`src/rtl/conv_window_fetch.sv`:
```
// conv_window_fetch: fetches 3x3 pixel windows from an image SRAM in row-major centre order.
// Define CONV_ZERO_PAD_EN to visit every pixel as a centre, with out-of-image taps read as zero.
package conv_window_fetch_pkg;
    parameter int SRAM_AW = 16;
    typedef struct packed {
        logic               en;
        logic               we;
        logic [SRAM_AW-1:0] addr;
        logic [7:0]         wdata;
    } img_sram_ctrl_t;
endpackage

module conv_window_fetch
    import conv_window_fetch_pkg::*;
(
    input  logic           clk,
    input  logic           rstn,
    input  logic           en,
    input  logic [7:0]     nrows,
    input  logic [7:0]     ncols,
    output logic           busy,
    output img_sram_ctrl_t sram_ctrl,
    input  logic [7:0]     sram_dout_in,
    output logic           win_valid,
    input  logic           win_ready,
    output logic [71:0]    win_pix,
    output logic [7:0]     win_row,
    output logic [7:0]     win_col
);
    typedef enum logic [1:0] {IDLE, FETCH, HOLD, DONE} state_t;
    state_t state, state_d;
    logic [7:0] nrows_q, ncols_q, r, c, row_last, col_last;
    logic [3:0] k, cap_idx;
    logic cap_pend, cap_zero, empty, oob, last, reading;
    logic [15:0] dr, dc, rr, cc;
    logic [8:0][7:0] taps;

`ifdef CONV_ZERO_PAD_EN
    localparam logic [7:0] ORG = 8'd0;
    localparam logic [7:0] MARGIN = 8'd1;
    assign empty = (nrows == 8'd0) || (ncols == 8'd0);
    // r-1 / c-1 wrap to 0xFFFF at the top/left border, so one unsigned compare covers both sides
    assign oob = (rr >= {8'd0, nrows_q}) || (cc >= {8'd0, ncols_q});
`else
    localparam logic [7:0] ORG = 8'd1;
    localparam logic [7:0] MARGIN = 8'd2;
    assign empty = (nrows < 8'd3) || (ncols < 8'd3);
    assign oob = 1'b0;
`endif

    assign dr = (k >= 4'd6) ? 16'd2 : (k >= 4'd3) ? 16'd1 : 16'd0;
    assign dc = {12'd0, k} - 16'd3 * dr;
    assign rr = {8'd0, r} + dr - 16'd1;
    assign cc = {8'd0, c} + dc - 16'd1;
    assign row_last = nrows_q - MARGIN;
    assign col_last = ncols_q - MARGIN;
    assign last = (r == row_last) && (c == col_last);
    assign reading = (state == FETCH) && (k < 4'd9);
    assign sram_ctrl = '{en: reading && !oob, we: 1'b0,
                         addr: SRAM_AW'(rr * {8'd0, ncols_q} + cc), wdata: 8'd0};
    assign busy = (state != IDLE);
    assign win_pix = taps;
    assign win_row = r;
    assign win_col = c;

    always_ff @(posedge clk or negedge rstn) begin
        if (!rstn) state <= IDLE;
        else state <= state_d;
    end

    always_comb begin
        state_d = state;
        case (state)
            IDLE:    state_d = en ? (empty ? DONE : FETCH) : IDLE;
            FETCH:   state_d = (k == 4'd9) ? HOLD : FETCH;
            HOLD:    state_d = win_ready ? (last ? DONE : FETCH) : HOLD;
            default: state_d = IDLE;
        endcase
    end

    // k runs 0..9: reads on 0..8, the extra cycle lands the tap-8 data
    always_ff @(posedge clk or negedge rstn) begin
        if (!rstn) begin
            nrows_q   <= 8'd0;
            ncols_q   <= 8'd0;
            r         <= 8'd0;
            c         <= 8'd0;
            k         <= 4'd0;
            cap_idx   <= 4'd0;
            cap_pend  <= 1'b0;
            cap_zero  <= 1'b0;
            taps      <= '0;
            win_valid <= 1'b0;
        end else begin
            cap_pend <= reading;
            cap_zero <= oob;
            cap_idx  <= k;
            if (cap_pend) taps[cap_idx] <= cap_zero ? 8'd0 : sram_dout_in;
            if (state == IDLE && en) begin
                nrows_q <= nrows;
                ncols_q <= ncols;
                r       <= ORG;
                c       <= ORG;
                k       <= 4'd0;
            end
            if (state == FETCH) k <= k + 4'd1;
            if (state == FETCH && k == 4'd9) win_valid <= 1'b1;
            if (state == HOLD && win_ready) begin
                win_valid <= 1'b0;
                k         <= 4'd0;
                r         <= (c == col_last) ? r + 8'd1 : r;
                c         <= (c == col_last) ? ORG : c + 8'd1;
            end
        end
    end
endmodule

```
`config.mk`:
```
export PLATFORM = sky130hd
export DESIGN_NAME = conv_window_fetch
export DESIGN_NICKNAME = d
export VERILOG_FILES = /design/src/rtl/conv_window_fetch.sv
export SDC_FILE = /design/constraint.sdc
export NUM_CORES = 1
export LEC_CHECK = 0
export CAP_MARGIN = 0
export CORE_ASPECT_RATIO = 1.75
export CORE_UTILIZATION = 56
export DETAILED_ROUTE_END_ITERATION = 8
export PLACE_DENSITY = 0.82
export SYNTH_ARGS = -nofsm -noshare
export SYNTH_HDL_FRONTEND = slang
export SYNTH_SLANG_ARGS = --single-unit
```
`constraint.sdc`:
```
create_clock -name clk -period 10.1 [get_ports clk]
set_clock_uncertainty 0.1 [all_clocks]
set_input_delay 1.515 -clock clk [delete_from_list [all_inputs] [get_ports clk]]
set_output_delay 1.515 -clock clk [all_outputs]
set_load 0.02 [all_outputs]
```
; After elaboration in Yosys (flattened, before gate mapping)
; Index checks and enable logic that the tools add are counted.
[totals]
regBits = 116
input_bits = 28
output_inout_bits = 116
[op_classes]
addsub = 11
multipliers = 2
n_lt_le_gt_ge = 7
eq_ne = 6
mux = 21
reduce_logical = 13
[op_table]
columns = operator, count
row1 = 72-bit bitwise mux, 1
row2 = 8-bit two-way mux, 6
row3 = 8-bit demux with 4-bit select, 1
row4 = 16-bit adder, 1
row5 = 8-bit by 1-bit adder with 8-bit output (second input constant), 2
row6 = 8-bit equality test, 2
row7 = 8-bit by 2-bit < comparator with 1-bit output (second input constant), 2
row8 = 10-bit by 9-bit multiplier with 16-bit output, 1
row9 = 8-bit by 2-bit subtractor with 8-bit output (second input constant), 2
row10 = 2-bit two-way mux, 6
row11 = 4-bit two-way mux, 3
row12 = 10-bit by 2-bit subtractor with 11-bit output (second input constant), 1
row13 = 9-bit by 5-bit adder with 10-bit output, 1
row14 = 9-bit by 1-bit subtractor with 10-bit output (second input constant), 1
row15 = 8-bit by 2-bit adder with 9-bit output, 1
row16 = 1-bit logical AND, 6
row17 = 2-bit case mux with 3 select lines, 1
row18 = 2-bit nonzero test, 3
row19 = 4-bit by 5-bit < comparator with 1-bit output (second input constant), 1
row20 = 4-bit by 4-bit subtractor with 5-bit output, 1
row21 = 4-bit by 1-bit adder with 4-bit output (second input constant), 1
row22 = 4-bit equality test (second input constant), 1
row23 = 4-bit by 1-bit greater-or-equal comparator with 1-bit output (second input constant), 1
row24 = 4-bit by 2-bit greater-or-equal comparator with 1-bit output (second input constant), 1
row25 = 11 further kinds, 13

; Logic depth before layout (Yosys ltp)
; Gate-level depths: netlist (run 1).
[depth]
word_depth = 8
ltp_mapped = 35
mapped_depth_nobuf = 35

; Worst setup path before layout (run 1)
; OpenSTA, ideal clock, no wires.
[synth_path]
path_type = reg2out
from = register k[0]
to = output port sram_ctrl[23] in the netlist's numbering
arrival_ns = 7.262
t_required_ns = 8.485
setup_slack_ns = 1.223
path_stages_with_launch = 31
cell_sequence = dfrtp_1 inv_1 ha_1 nor2_1 inv_1 a21oi_1 ha_1 inv_1 ha_1 a21o_1 a41o_1 or4_1 and3_1 nor2_1 nand2_1 fa_1 inv_1 fa_1 fa_1 fa_1 inv_1 fa_1 inv_1 ha_1 a21o_1 a21oi_1 o21ai_0 a21oi_1 o21ai_0 a31oi_1 xor2_1
[synth_lines]
columns = item, line_no
row1 = from (decl), 33  ; logic [3:0] k, cap_idx;
row2 = from (signal assigned), 106  ; if (state == FETCH) k <= k + 4'd1;
row3 = to (decl), 22  ; output img_sram_ctrl_t sram_ctrl,

==> flow_summary.yaml, run 1 <==
clock_network:
  insertion_delay_ns: 0.41
  cts_tree: "built"
  max-clock-path-buffers: 2
  htreeDepth: 4
  clkTransAtPathRegs_ns: 0.06
  hold_buffers: 0
  cts_root_buf: "clkbuf_16"
  clock_sinks: 116
  numCtsBuffers: 17
place:
  gp_congestion: 0.8876
  io_buffers: 134
  hpwl_um: 17510
  dp.cells: 1287
flow_run:
  cap_violations: 0
floorplan:
  io_pins: 144
  dieArea_um2: 17350
  coreArea_um2: 16450
  fp.dieW_um: 100.0
  die_h_um: 173.5
  rows: 62
  start_util_pct: 57.24
finish:
  diodes: 0
  post-route-util_pct: 70.18
  layout-drive-gt1-share_pct: 12.15
  layout_commonest_cell: "inv_1"
  instances_no_fill: 1319
  layout_common_cells: "inv_1, clkdlybuf4s50_1, dfrtp_1, nand2_1, ha_1"
  nets: 1261
  syn_to_final_growth_pct: 22.62
global_routing:
  grt_pass1_wl_um: 37520
  antenna_found_initial: 0
  grt_usage_pct: 27.71
  grt_max_degree: 61
  grt_pass1_vias: 7845
  grt-ovfl-total: 0
routing:
  drt_first_pass_iters: 5
  postRouteWirelength_um: 22390
  drt_iter0_markers: 273
  avgRoutedWirePerCell_um: 16.98
  drc: 0
  ant_nets: 0
  viasPerCell: 5.429
  vias: 7161
yosys:
  synthSimpleGateAreaFrac_pct: 13.13
  synth_edf_count: 0
  synth_warnings: 0
  synthMuxAreaShare_pct: 8.733
  synthTopCellsByArea: "dfrtp_1, fa_1, ha_1"
  synth_fa_ha_area_share_pct: 25.57
  synth_xor_area_share_pct: 5.968
  synth_compound_area_share_pct: 8.029
  synthDistinctLibCells: 60
  yosys_register_bits: 116
  seq_area_frac_synth_pct: 30.84
  synth_ff_type: "dfrtp_1"
  synth_top_area_cell: "dfrtp_1"
  syn_area_per_cell_um2: 9.929
  synth_top_area_share_pct: 30.84
  async_reset_ff_share_pct: 100.0
  synth_top_family_by_area: "adder cells"
  syn_area_um2: 9413
  syn_inst: 948
critical_path:
  crit_family: "adder cells"
  cp_common_cell: "inv_1"
  critPathCaptureType: "output pin"
  critPathBufInv: 11
  required_ns: 8.49
  worst-endpoint-arrival_ns: 8.08
  cp_max_fo: 7
  max_stage_delay_ns: 0.64
  critPathKind: "register to output pin"
  slowest_stage: "clkdlybuf4s50_1"
  worst_setup_path_start_kind: "register"
timing:
  max_slew_margin_pct: 32.27
  post-route-period-util_pct: 96.02
  fmax_mhz: 103.1
  worstMarginPinSlew_ns: 1.016
  finalHoldViolations: 0
  drv_slew: 0
  setup_viol: 0
  post-route-min-period_ns: 9.698
  tns_ns: 0
  finalHoldWorstSlack_ns: 0.3808
run_status:
  status: "finished, final reports clean"
min_path:
  hold_path_class: "register to register"
==> flip-flops by register name, indices dropped and copies added, names as in the netlist <==
| register | flops |
|---|---|
| win_valid | 1 |
| win_col | 8 |
| cap_pend | 1 |
| win_pix | 72 |
| nrows_q | 8 |
| ncols_q | 8 |
| k | 4 |
| win_row | 8 |
| cap_idx | 4 |
| state | 2 |
==> worst reg2reg max path: stages, from the launching register on <==
cell and delay (ns):
dfrtp_1 0.66, inv_1 0.19, ha_1 0.33, xnor3_1 0.23, and3_4 0.18, o21ai_2 0.07
a21oi_2 0.31, o21ai_2 0.20, nor3_1 0.30, mux2_2 0.37
==> cell type report <==
type	count	area, µm²
inverter	149	559.3
multi-input combinational	659	5833
clock buffer	17	425.4
timing repair buffer	139	1381
tap	224	280.3
clock inverter	15	157.7
fill	1252	4903
sequential	116	2905
==> timing repair <==
action / in CTS / in global routing
resized for setup: 2 / 13
setup buffers: 0 / 0
endpoints found under the setup margin: 1 / 7
pin swaps: 0 / 1
==> final timing paths <==
check	slack, ns	to	cells past startpoint	startpoint
setup / recovery	0.40	sram_ctrl[17]	35	k[0]
max in group asynchronous	7.59	k[0]	2	rstn
setup reg to reg	7.06	win_row[6]	9	ncols_q[1]
hold reg to reg	0.38	cap_idx[0]	0	k[0]
min in group asynchronous	1.04	win_pix[20]	1	rstn
hold / removal	0.38	cap_idx[0]	0	k[0]
==> per-layer routing <==
metal	wire, µm	vias up	global-route usage [%]
li1	-	3347	-
met1	7846	3546	27.23
met2	12600	212	53.85
met3	1082	56	5.766
met4	860	0	12.38
met5	0	-	0
==> cell usage after synthesis, types with 2 or more instances <==
cell and instances:
ha_1 82, a21o_1 9, buf_4 11, o21bai_1 3
a22o_1 3, and3_1 3, mux2_2 73, or2_2 2
nor3_1 11, and2_1 28, xnor2_1 45, o21ai_2 2
nand2_1 99, nand2b_1 12, o21ai_0 31, or4_1 3
nand3b_1 6, inv_1 149, or3_1 6, dfrtp_1 116
nor4_1 3, fa_1 69, clkbuf_1 18, a21oi_1 27
xor2_1 14, nand4_1 3, buf_2 2, a211oi_1 6
xnor3_1 2, nor3b_2 2, nor2_1 37, o21a_1 7
o211ai_1 4, o2111ai_1 2, a31oi_1 8, nand3_1 9
nor2b_1 18
==> through the flow <==
| step | area [µm²] | worst slack, ns |
|---|---|---|
| global route | 11540 | -0.04336 |
| finish | 11540 | 0.4024 |
| CTS | 11520 | 0.07219 |
| detailed placement | 10940 | 0.3261 |
| global placement | 10940 | 0.5783 |
| floorplan | 9443 | 1.223 |
==> logic make-up after synthesis <==
| logic type | after synthesis |
|---|---|
| other cells | 1 |
| fa+ha+maj | 151 |
| simple gates | 249 |
| flops | 116 |
| buf+inv | 181 |
| mux | 73 |
| xor+xnor | 61 |
| compound gates | 116 |
Power of run 1 is not shown: default switching activity piles up to over one toggle a cycle in this logic, so the estimate is an artifact.
==> inputs of run 2 (changes only) <==
clock period = 10.5 ns   (was 10.1 ns; I/O delays follow)
==> run 2 against run 1 <==
Against the previous run: register-to-register slack better by 0.47 ns; worst hold slack better by 0.0046 ns; sequential cell count stayed put; global-route usage is 0.71 points lower; first-iteration DRC count is 2.2% higher; wire length is 2.7% lower; worst setup slack better by 0.20 ns; critical path depth is 1 lower; die area stayed put; via count is 1.3% lower; clock-buffer cell count stayed put; critical endpoint is now sram_ctrl[22]; largest cell class unchanged.
==> flow_summary.yaml, run 2 (same netlist as run 1, synthesis figures left out) <==
floorplan:
  dieArea_um2: 17350
  start_util_pct: 57.24
  rows: 62
  fp.dieW_um: 100.0
  io_pins: 144
  die_h_um: 173.5
  coreArea_um2: 16450
critical_path:
  worst-endpoint-arrival_ns: 8.22
  required_ns: 8.83
  cp_max_fo: 8
  slowest_stage: "clkdlybuf4s50_1"
  critPathKind: "register to output pin"
  crit_start: "k[0]"
  max_stage_delay_ns: 0.61
  worst_setup_path_start_kind: "register"
  cp_common_cell: "inv_1"
  r2r-start: "ncols_q[1]"
  critPathCaptureType: "output pin"
min_path:
  hold_path_startpoint: "win_valid"
  hold_path_class: "register to register"
finish:
  final_area_um2: 11550
  syn_to_final_growth_pct: 22.69
  diodes: 0
  nets: 1258
  layout_common_cells: "inv_1, clkdlybuf4s50_1, dfrtp_1, nand2_1, ha_1"
  layout-drive-gt1-share_pct: 11.81
  area.sequential_um2: 2904
  largest_reg_flops: 72
  post-route-util_pct: 70.22
  layout_commonest_cell: "inv_1"
  multi_input_area_um2: 5841
  fillers: 1223
routing:
  postRouteWirelength_um: 21790
  vias: 7068
  avgRoutedWirePerCell_um: 16.56
  drt_iter0_markers: 279
  viasPerCell: 5.371
  ant_nets: 0
  drc: 0
  drt_first_pass_iters: 5
global_routing:
  grt_usage_pct: 27.00
  grt-ovfl-total: 0
  antenna_found_initial: 0
  grt_max_degree: 80
  grt_pass1_wl_um: 36540
  grt_pass1_vias: 7565
clock_network:
  cts_root_buf: "clkbuf_16"
  clock_sinks: 116
  max-clock-path-buffers: 2
  numCtsBuffers: 17
  cts_tree: "built"
  cts-resized-gates: 0
  clkTransAtPathRegs_ns: 0.06
  insertion_delay_ns: 0.42
  post-cts-setup-buffers: 0
  hold_buffers: 0
  htreeDepth: 4
timing:
  setup_slack_ns: 0.6039
  max_slew_margin_pct: 32.31
  worstMarginPinSlew_ns: 1.015
  finalHoldViolations: 0
  fmax_mhz: 101.1
  post-route-period-util_pct: 94.25
  post-route-min-period_ns: 9.896
  finalHoldWorstSlack_ns: 0.3854
  drv_slew: 0
  setup_viol: 0
place:
  gp_congestion: 0.8726
  dp_slack_ns: 0.5096
  hpwl_um: 17030
  place_area_um2: 10910
  io_buffers: 134
run_status:
  status: "finished, final reports clean"
flow_run:
  cap_violations: 0
-- run 2: path summary, 6_finish.rpt --
path,slack [ns],depth (start not counted),end
setup / recovery,0.60,34,sram_ctrl[22]
hold / removal,0.39,2,win_valid
setup reg to reg,7.53,9,win_row[6]
hold reg to reg,0.39,2,win_valid
max in group asynchronous,7.87,2,k[1]
min in group asynchronous,1.01,1,win_pix[20]
-- run 2: critical path, delay by kind of cell (launching register included) --
| family | cells | cell delay (ns) |
|---|---|---|
| fa+ha+maj | 10 | 4.04 |
| xor+xnor | 1 | 0.14 |
| buf+inv | 8 | 1.05 |
| simple gates | 7 | 0.91 |
| flops | 1 | 0.45 |
| compound gates | 8 | 1.20 |
-- run 2: area by class of cell --
type	count	area share [%]
clock buffer	17	3.684
clock inverter	15	1.560
inverter	149	4.843
multi-input combinational	659	50.57
sequential	116	25.15
tap	224	2.427
timing repair buffer	136	11.77
-- run 2: metal layers --
| layer | GRT usage, % | share of wire (%) | up-vias |
|---|---|---|---|
| li1 | - | - | 3323 |
| met2 | 49.91 | 55 | 203 |
| met4 | 12.92 | 4.3 | 0 |
| met3 | 4.677 | 3.6 | 54 |
| met5 | 0 | 0 | - |
| met1 | 29.17 | 37 | 3488 |
-- run 2: metrics by stage --
stage | cells | TNS, ns
final | 1316 | 0
after detailed placement | 1284 | 0
after CTS | 1316 | 0
after global routing | 1316 | -0.04475
after floorplan | 956 | 0
after global placement | 1284 | 0
Power of run 2 is left out for the same reason.
